<file path="config.mk">
export PLATFORM = sky130hd
export DESIGN_NAME = sp_ram_ctrl
export DESIGN_NICKNAME = d
export VERILOG_FILES = /design/src/rtl/sp_ram_ctrl_pkg.sv /design/src/rtl/sp_ram_ctrl_fifo.sv /design/src/rtl/sp_ram_ctrl.sv
export SDC_FILE = /design/constraint.sdc
export NUM_CORES = 1
export LEC_CHECK = 0
export ABC_AREA = 1
export BUFFER_PORTS_ARGS = -buffer_cell sky130_fd_sc_hd__buf_2
export CORE_ASPECT_RATIO = 0.8
export CORE_MARGIN = 2
export CORE_UTILIZATION = 45
export CTS_CLUSTER_SIZE = 28
export DETAILED_ROUTE_END_ITERATION = 10
export PLACE_DENSITY = 0.7
export SLEW_MARGIN = 20
export SYNTH_ARGS = -nofsm -noshare
export SYNTH_HDL_FRONTEND = slang
export SYNTH_HIERARCHICAL = 1
export SYNTH_SLANG_ARGS = --single-unit
</file>
<file path="constraint.sdc">
create_clock -name clk -period 4.9 [get_ports clk]
set_input_delay 0.98 -clock clk [delete_from_list [all_inputs] [get_ports clk]]
set_output_delay 0.98 -clock clk [all_outputs]
set_load 0.01 [all_outputs]
</file>
<file path="src/rtl/sp_ram_ctrl_pkg.sv">
// Shared defaults, request opcode encoding and sizing helper for the sp_ram controller.
package sp_ram_ctrl_pkg;

  localparam int DEF_DATA_WIDTH = 32;
  localparam int DEF_ADDR_WIDTH = 10;
  localparam int DEF_RSP_DEPTH  = 4;

  typedef enum logic {
    OP_READ  = 1'b0,
    OP_WRITE = 1'b1
  } req_op_e;

  // Number of bits needed to index 'value' entries (ceiling log2).
  function automatic int clog2(input int value);
    int res;
    res = 0;
    while ((32'd1 << res) < 32'(value)) res++;
    return res;
  endfunction

endpackage

</file>
<file path="src/rtl/sp_ram_ctrl_fifo.sv">
// One-clock FIFO for the read-response queue; head entry is presented combinationally.
module sync_fifo
  import sp_ram_ctrl_pkg::*;
#(
  parameter int DATA_WIDTH = DEF_DATA_WIDTH,
  parameter int DEPTH      = DEF_RSP_DEPTH,
  localparam int PTR_W     = clog2(DEPTH),
  localparam int CNT_W     = clog2(DEPTH) + 1
) (
  input  logic                  clk,
  input  logic                  rst_n,
  input  logic                  push,
  input  logic [DATA_WIDTH-1:0] push_data,
  input  logic                  pop,
  output logic [DATA_WIDTH-1:0] pop_data,
  output logic [CNT_W-1:0]      count,
  output logic                  empty,
  output logic                  full
);

  logic [DATA_WIDTH-1:0] mem_r [DEPTH];
  logic [PTR_W-1:0]      wr_ptr_r;
  logic [PTR_W-1:0]      rd_ptr_r;
  logic [CNT_W-1:0]      count_r;
  logic                  push_en_s;
  logic                  pop_en_s;

  // Status flags and qualified push/pop strobes.
  always_comb begin
    empty     = (count_r == '0);
    full      = (count_r == CNT_W'(DEPTH));
    push_en_s = push & ~full;
    pop_en_s  = pop & ~empty;
    count     = count_r;
    pop_data  = mem_r[rd_ptr_r];
  end

  // Storage, pointers and occupancy; storage is cleared so the head reads 0 after reset.
  always_ff @(posedge clk or negedge rst_n) begin
    if (!rst_n) begin
      for (int i = 0; i < DEPTH; i++) mem_r[i] <= '0;
      wr_ptr_r <= '0;
      rd_ptr_r <= '0;
      count_r  <= '0;
    end else begin
      if (push_en_s) begin
        mem_r[wr_ptr_r] <= push_data;
        wr_ptr_r        <= wr_ptr_r + PTR_W'(1'b1);
      end
      if (pop_en_s) begin
        rd_ptr_r <= rd_ptr_r + PTR_W'(1'b1);
      end
      case ({push_en_s, pop_en_s})
        2'b10:   count_r <= count_r + CNT_W'(1'b1);
        2'b01:   count_r <= count_r - CNT_W'(1'b1);
        default: count_r <= count_r;
      endcase
    end
  end

endmodule

</file>
<file path="src/rtl/sp_ram_ctrl.sv">
// Single-port RAM initiator: request stream to RAM strobes, in-order read responses
// through a credit-limited response FIFO.
module sp_ram_ctrl
  import sp_ram_ctrl_pkg::*;
#(
  parameter int DATA_WIDTH = DEF_DATA_WIDTH,
  parameter int ADDR_WIDTH = DEF_ADDR_WIDTH,
  parameter int RSP_DEPTH  = DEF_RSP_DEPTH
) (
  input  logic                  clk,
  input  logic                  rst_n,
  input  logic                  req_valid,
  output logic                  req_ready,
  input  logic                  req_write,
  input  logic [ADDR_WIDTH-1:0] req_addr,
  input  logic [DATA_WIDTH-1:0] req_wdata,
  output logic                  rsp_valid,
  input  logic                  rsp_ready,
  output logic [DATA_WIDTH-1:0] rsp_rdata,
  output logic                  ram_rd_ena,
  output logic                  ram_wr_ena,
  output logic [ADDR_WIDTH-1:0] ram_address,
  output logic [DATA_WIDTH-1:0] ram_wr_data,
  input  logic [DATA_WIDTH-1:0] ram_rd_data,
  output logic                  busy
);

  localparam int CNT_W = clog2(RSP_DEPTH) + 1;

  logic             rd_pend_r;
  logic [CNT_W-1:0] fifo_count_s;
  logic [CNT_W:0]   credit_s;
  logic             fifo_empty_s;
  logic             fifo_full_s;
  logic             acc_s;
  logic             push_s;
  logic             pop_s;
  req_op_e          op_s;

  // Credit check, accept qualification and RAM strobe generation.
  always_comb begin
    credit_s    = {1'b0, fifo_count_s} + {{CNT_W{1'b0}}, rd_pend_r};
    req_ready   = (credit_s < (CNT_W + 1)'(RSP_DEPTH));
    op_s        = req_op_e'(req_write);
    // Strobes are held low while reset is asserted even though req_ready is high.
    acc_s       = req_valid & req_ready & rst_n;
    ram_wr_ena  = 1'b0;
    ram_rd_ena  = 1'b0;
    case (op_s)
      OP_WRITE: ram_wr_ena = acc_s;
      OP_READ:  ram_rd_ena = acc_s;
      default: begin
        ram_wr_ena = 1'b0;
        ram_rd_ena = 1'b0;
      end
    endcase
    ram_address = req_addr;
    ram_wr_data = req_wdata;
    push_s      = rd_pend_r & ~fifo_full_s;
    rsp_valid   = ~fifo_empty_s;
    pop_s       = rsp_ready & rsp_valid;
    busy        = rd_pend_r | ~fifo_empty_s;
  end

  // One-cycle read-in-flight flag: RAM data lands the cycle after a read accept.
  always_ff @(posedge clk or negedge rst_n) begin
    if (!rst_n) begin
      rd_pend_r <= 1'b0;
    end else begin
      rd_pend_r <= ram_rd_ena;
    end
  end

  sync_fifo #(
    .DATA_WIDTH(DATA_WIDTH),
    .DEPTH     (RSP_DEPTH)
  ) u_rsp_fifo (
    .clk      (clk),
    .rst_n    (rst_n),
    .push     (push_s),
    .push_data(ram_rd_data),
    .pop      (pop_s),
    .pop_data (rsp_rdata),
    .count    (fifo_count_s),
    .empty    (fifo_empty_s),
    .full     (fifo_full_s)
  );

endmodule

</file>
==> results.cfg, run 1 <==
[grt]
antenna_violations_before_repair = 0
grt_first_pass_wirelength_um = 30300
via_count_of_the_first_global_routing_pass = 6025
grt_util_all_layers_pct = 23.0
largest_net_degree_at_the_start_of_global_routing = 115
grt_overflow_total = 0

[cells_and_area]
final.fill_count = 1494
final_core_util_pct = 49.1
nNetsFinal = 968
post_route_cells_drive_above_1_share_pct = 13.9
antenna-diode-count = 0
area_delta_synth_final_pct = 7.87
instances_no_fill = 1109
design_area_um2 = 7680

[clock_tree]
postCtsSetupRepairBufs = 0
clock_tree.root_cell = sky130_fd_sc_hd__clkbuf_16
tritoncts.num_buffers = 17
clock_tree.htree_level_count = 4
tritoncts = built
clock_insertion_delay_worst_skew_ns = 0.42
post_cts.resized_instances = 0
hold_buffer_count_at_cts = 0
cts.sinks = 136
clk_transition_reported_paths_ns = 0.05
ctsLongestPathBuffers = 2

[logic_synthesis]
netlist_instances = 900
yosys_warnings = 6
yosysUniqueCellTypes = 21
synthesis.nets = 985
synth_area_per_cell_um2 = 7.91
syn-cell-area_um2 = 7120
yosysSeqAreaShare_pct = 47.8
synth_seq_cells = 136

[sta]
finalCriticalPeriod_ns = 3.39
setup_viol = 0
fmaxAchievable_mhz = 295
final_count_of_pins_violating_max_slew = 0
tightestPinTransition_ns = 0.935
hold_slack_ns = 0.465
grt_setup_unrepaired = no
setup_tns_ns = 0
final_hold_viol_count = 0
maxSlewHeadroom_pct = 37.6
worst_clock_skew_ns = 0.00666
layout_setup_ws_ns = 1.51
final.period_utilization_pct = 69.3

[placement]
io_buffers = 73
detailedPlacementHpwl_um = 9610
pre_cts_ws_ns = 1.88
gp_routability_congestion = 0.748
placed_area_um2 = 7120
numPlacedInstances = 1079

[critical_path]
worst_case_reg_to_reg_path_depth = 8
crit_path_max_fanout = 39
worstSetupPathType = reg2out
worst_ep_required_time_ns = 3.92
startpoint_type = register
crit_arrival_ns = 2.41
worstSetupEndpointType = primary output

[pwr]
total_leakage_power_nw = 3.71
max-vdd-ir-drop_mv = 0.422
p_per_area_nw_per_um2 = 702
totalPowerFinal_mw = 5.39

[route]
detail_route.wl_per_cell_um = 16.4
detailedRoute.firstPassIterationCount = 5
drt.antenna.violating_nets = 0
drc_errors = 0
via_count = 6090
dr.first_iter.drc_count = 482
routed_wirelength_um = 18200
viasPerCell = 5.49

[die]
core_um2 = 15600
floorplan.io_pins = 158
initial_core_util_pct = 45.5
floorplan.die.width_um = 145
die_extent_in_y_um = 117
rows = 41
design.die.area_um2 = 16900

[outcome]
run_status = finished clean

[worst_hold_path]
holdPathStages = 2
timing.hold.worst.class = reg2reg

[run]
max-cap-violations = 0
==> final cells by class <==
class / instances / area [um^2] / share of cell area [%]
clock inverter: 8 / 98.8 / 1.29
tap: 215 / 269 / 3.50
multi-input combinational: 624 / 2910 / 37.9
sequential: 136 / 3400 / 44.3
timing repair buffer: 84 / 458 / 5.96
clock buffer: 22 / 464 / 6.04
inverter: 20 / 75.1 / 0.977
==> where the power goes <==
group	switching (mW)	internal [mW]
clock	0.464	0.768
combinational	1.52	0.721
sequential	0.283	1.64
==> kinds of logic (layout without fill, tap and decap cells) <==
family	Yosys count	in the layout	share of synthesized area (%)
XOR/XNOR	1	1	0.123
buffers and inverters	140	134	11.4
AND/OR/NAND/NOR	520	520	32.7
adder cells (fa/ha/maj)	6	6	1.16
AO/OA/AOI/OAI	97	97	6.82
flip-flops	136	136	47.8
==> worst paths after layout <==
path                                                      end  slack [ns]                               start
hold / removal                u_rsp_fifo/mem_r[6]$_DFFE_PN0P_        0.46     u_rsp_fifo/mem_r[6]$_DFFE_PN0P_
min in group asynchronous   u_rsp_fifo/mem_r[122]$_DFFE_PN0P_        0.55                               rst_n
max in group asynchronous  u_rsp_fifo/rd_ptr_r[0]$_DFFE_PN0P_        2.93                               rst_n
hold reg to reg               u_rsp_fifo/mem_r[6]$_DFFE_PN0P_        0.46     u_rsp_fifo/mem_r[6]$_DFFE_PN0P_
setup reg to reg              u_rsp_fifo/count[1]$_DFFE_PN0P_        2.25     u_rsp_fifo/count[0]$_DFFE_PN0P_
setup / recovery                                rsp_rdata[31]        1.51  u_rsp_fifo/rd_ptr_r[1]$_DFFE_PN0P_
==> cells in the final DEF (no fill, tap or decap) <==
master                       instances
sky130_fd_sc_hd__inv_2               3
sky130_fd_sc_hd__nand3_1             5
sky130_fd_sc_hd__clkbuf_1            3
sky130_fd_sc_hd__o21ai_1            72
sky130_fd_sc_hd__clkbuf_8            2
sky130_fd_sc_hd__clkinv_2            3
sky130_fd_sc_hd__nor2_4              1
sky130_fd_sc_hd__nor2_2              1
sky130_fd_sc_hd__fa_1                1
sky130_fd_sc_hd__clkinvlp_4          2
sky130_fd_sc_hd__clkinv_1            1
sky130_fd_sc_hd__o21ai_0            25
sky130_fd_sc_hd__inv_1              16
sky130_fd_sc_hd__nand2_4             1
sky130_fd_sc_hd__dfrtp_1           135
sky130_fd_sc_hd__clkinv_4            1
sky130_fd_sc_hd__buf_6               2
sky130_fd_sc_hd__nand4_1           129
sky130_fd_sc_hd__nand2_1           278
sky130_fd_sc_hd__dfrtp_2             1
sky130_fd_sc_hd__clkbuf_16          17
sky130_fd_sc_hd__nor2_1             99
sky130_fd_sc_hd__ha_1                5
sky130_fd_sc_hd__bufinv_16           2
sky130_fd_sc_hd__buf_4              10
sky130_fd_sc_hd__xnor2_1             1
sky130_fd_sc_hd__nand3_2             6
sky130_fd_sc_hd__buf_2              72
==> metal layers <==
metal | global-route usage (%) | wire, um
met1 | 30.3 | 8080
met4 | 5.70 | 180
met2 | 38.6 | 8610
met3 | 5.45 | 1370
met5 | 0 | 0
==> state kept, by name, indices dropped and copies added, names as in the netlist <==
register,count
u_rsp_fifo/count,3
rd_pend_r,1
u_rsp_fifo/rd_ptr_r,2
u_rsp_fifo/wr_ptr_r,2
u_rsp_fifo/mem_r,128
==> critical path, cell delays in order (launching register included) <==
cell	delay (ns)
sky130_fd_sc_hd__dfrtp_1	0.40
sky130_fd_sc_hd__inv_2	0.56
sky130_fd_sc_hd__buf_4	0.43
sky130_fd_sc_hd__o21ai_0	0.16
sky130_fd_sc_hd__o21ai_1	0.28
sky130_fd_sc_hd__buf_2	0.19
==> synthesized netlist by cell type <==
library cell / n / area share (%)
sky130_fd_sc_hd__nand2_1: 278 / 15
sky130_fd_sc_hd__o21ai_1: 72 / 5.1
sky130_fd_sc_hd__buf_4: 44 / 4.6
sky130_fd_sc_hd__nand4_1: 129 / 11
sky130_fd_sc_hd__inv_2: 3 / 0.16
sky130_fd_sc_hd__nor2_2: 1 / 0.088
sky130_fd_sc_hd__nor2_1: 100 / 5.3
sky130_fd_sc_hd__inv_1: 16 / 0.84
sky130_fd_sc_hd__dfrtp_1: 136 / 48
sky130_fd_sc_hd__ha_1: 5 / 0.88
sky130_fd_sc_hd__nand3_1: 5 / 0.35
sky130_fd_sc_hd__o21ai_0: 25 / 1.8
sky130_fd_sc_hd__buf_6: 9 / 1.4
sky130_fd_sc_hd__clkbuf_1: 15 / 0.79
sky130_fd_sc_hd__xnor2_1: 1 / 0.12
sky130_fd_sc_hd__buf_2: 44 / 3.1
sky130_fd_sc_hd__nand3_2: 6 / 0.84
sky130_fd_sc_hd__clkinv_1: 1 / 0.053
sky130_fd_sc_hd__nand2_4: 1 / 0.16
sky130_fd_sc_hd__fa_1: 1 / 0.28
sky130_fd_sc_hd__buf_1: 8 / 0.42
Power figures use the tool's default switching activity.
==> run 2: changes to the inputs <==
--- a/config.mk
+++ b/config.mk
@@ -12,7 +12,7 @@
 export CORE_UTILIZATION = 45
 export CTS_CLUSTER_SIZE = 28
 export DETAILED_ROUTE_END_ITERATION = 10
-export PLACE_DENSITY = 0.7
+export PLACE_DENSITY = 0.73
 export SLEW_MARGIN = 20
 export SYNTH_ARGS = -nofsm -noshare
 export SYNTH_HDL_FRONTEND = slang
==> constraint.sdc (replaced) <==
create_clock -name clk -period 2.85 [get_ports clk]
set_input_delay 0.57 -clock clk [delete_from_list [all_inputs] [get_ports clk]]
set_output_delay 0.57 -clock clk [all_outputs]
set_load 0.01 [all_outputs]
==> results.cfg, run 2 (same netlist as run 1, synthesis figures left out) <==
[grt]
grt.met2_usage_pct = 35.3
largest_net_degree_at_the_start_of_global_routing = 137
grtUsageMet1_pct = 31.1
grt_overflow_total = 0
antenna_violations_before_repair = 0
via_count_of_the_first_global_routing_pass = 5722
grt_first_pass_wirelength_um = 29500
grt_busiest_layer = met2
globalRouteMet3Util_pct = 5.29
grt_util_all_layers_pct = 22.2

[route]
detail_route.wl_per_cell_um = 16.0
viasPerCell = 5.39
detailedRoute.firstPassIterationCount = 5
drc_errors = 0
routed_wirelength_um = 18000
drt.antenna.violating_nets = 0
via_count = 6047
dr.first_iter.drc_count = 477

[clock_tree]
clock_tree.root_cell = sky130_fd_sc_hd__clkbuf_16
clk_transition_reported_paths_ns = 0.06
tritoncts.num_buffers = 17
clock_insertion_delay_worst_skew_ns = 0.41
post_cts.resized_instances = 0
cts.sinks = 136
clock_tree.htree_level_count = 4
tritoncts = built
postCtsSetupRepairBufs = 0
hold_buffer_count_at_cts = 0
ctsLongestPathBuffers = 2

[placement]
gp_routability_congestion = 0.772
numPlacedInstances = 1090
placed_area_um2 = 7220
pre_cts_ws_ns = 0.708
detailedPlacementHpwl_um = 10200
io_buffers = 73

[sta]
final.period_utilization_pct = 89.9
tightestPinTransition_ns = 0.992
hold_slack_ns = 0.283
final_count_of_pins_violating_max_slew = 0
maxSlewHeadroom_pct = 33.9
setup_viol = 0
layout_setup_ws_ns = 0.288
worst_clock_skew_ns = 0.00629
finalCriticalPeriod_ns = 2.56
final_hold_viol_count = 0
fmaxAchievable_mhz = 390
grt_setup_unrepaired = no
setup_tns_ns = 0

[cells_and_area]
area_delta_synth_final_pct = 9.50
instances_no_fill = 1122
nNetsFinal = 979
mostFrequentLayoutCell = sky130_fd_sc_hd__nand2_1
final_core_util_pct = 49.8
largest_register_ffs = 128
registers.top_by_ff_count = u_rsp_fifo/mem_r
layout_common_cells = sky130_fd_sc_hd__nand2_1 (278), sky130_fd_sc_hd__dfrtp_1 (135), sky130_fd_sc_hd__nand4_1 (129)
antenna-diode-count = 0
design_area_um2 = 7800
multi_input_area_um2 = 2910
post_route_cells_drive_above_1_share_pct = 15.1
final-seq-area_um2 = 3400
final.fill_count = 1492

[pwr]
max-vdd-ir-drop_mv = 0.665
p_per_area_nw_per_um2 = 1200
totalPowerFinal_mw = 9.36
total_leakage_power_nw = 3.78

[critical_path]
timing.critical_path.slowest_stage_cell = sky130_fd_sc_hd__dfrtp_1
rr_startpoint = u_rsp_fifo/count[2]$_DFFE_PN0P_
critical_path.startpoint = u_rsp_fifo/rd_ptr_r[1]$_DFFE_PN0P_
crit_path_max_fanout = 24
timing.critical_path.cells = inv_2 > buf_4 > nor2_1 > o21ai_0 > o21ai_1 > buf_2
startpoint_type = register
reg2reg_to = u_rsp_fifo/count[2]$_DFFE_PN0P_
crit_path_max_incr_delay_ns = 0.39
worst_ep_required_time_ns = 2.28
worstSetupPathType = reg2out
timing.critical_path.buf_inv = 3
worstSetupEndpointType = primary output
worst_case_reg_to_reg_path_depth = 13
crit_arrival_ns = 1.99
crit_family = buffers and inverters
regToRegSetupSlack_ns = 0.67

[die]
rows = 41
design.die.area_um2 = 16900
die_extent_in_y_um = 117
floorplan.die.width_um = 145
initial_core_util_pct = 45.5
floorplan.io_pins = 158
core_um2 = 15600

[worst_hold_path]
timing.hold.worst.class = in2async

[run]
max-cap-violations = 0

[outcome]
run_status = finished clean
run 2: worst register-to-register path: cells and delay by family (launching register included):
family	cells	cell delay [ns]
AND/OR/NAND/NOR	7	0.78
buffers and inverters	4	0.33
adder cells (fa/ha/maj)	2	0.53
flip-flops	1	0.43
run 2: worst max-delay path by stage:
| stage | slack (ns) | depth (start not counted) | endpoint |
|---|---|---|---|
| 2_1_floorplan | 0.48 | 16 | u_rsp_fifo/count[2]$_DFFE_PN0P_ |
| 3_3_place_gp | 0.74 | 13 | u_rsp_fifo/count[2]$_DFFE_PN0P_ |
| 3_5_place_dp | 0.71 | 13 | u_rsp_fifo/count[2]$_DFFE_PN0P_ |
| 4_1_cts | 0.30 | 6 | rsp_rdata[10] |
| 5_1_grt | 0.16 | 6 | rsp_rdata[13] |
| 6_report | 0.29 | 6 | rsp_rdata[10] |
run 2: power by group:
group          leakage, nW  total, mW  switching [mW]  internal (mW)
clock network        0.286       2.15           0.798           1.35
logic                 2.01       3.90            2.59           1.31
registers             1.48       3.32           0.499           2.82
run 2: layer usage:
| metal | up-vias | part of all wire [%] |
|---|---|---|
| li1 | 2955 | - |
| met1 | 2861 | 46 |
| met2 | 216 | 47 |
| met3 | 15 | 6.8 |
| met4 | 0 | 0.70 |
| met5 | - | 0 |
run 2: area by class of cell:
cell class	instances	share of cell area, %
Clock buffer	23	6.13
Clock inverter	9	1.25
Inverter	20	0.963
Multi-Input combinational cell	624	37.3
Sequential cell	136	43.7
Tap cell	215	3.45
Timing Repair Buffer	95	7.20
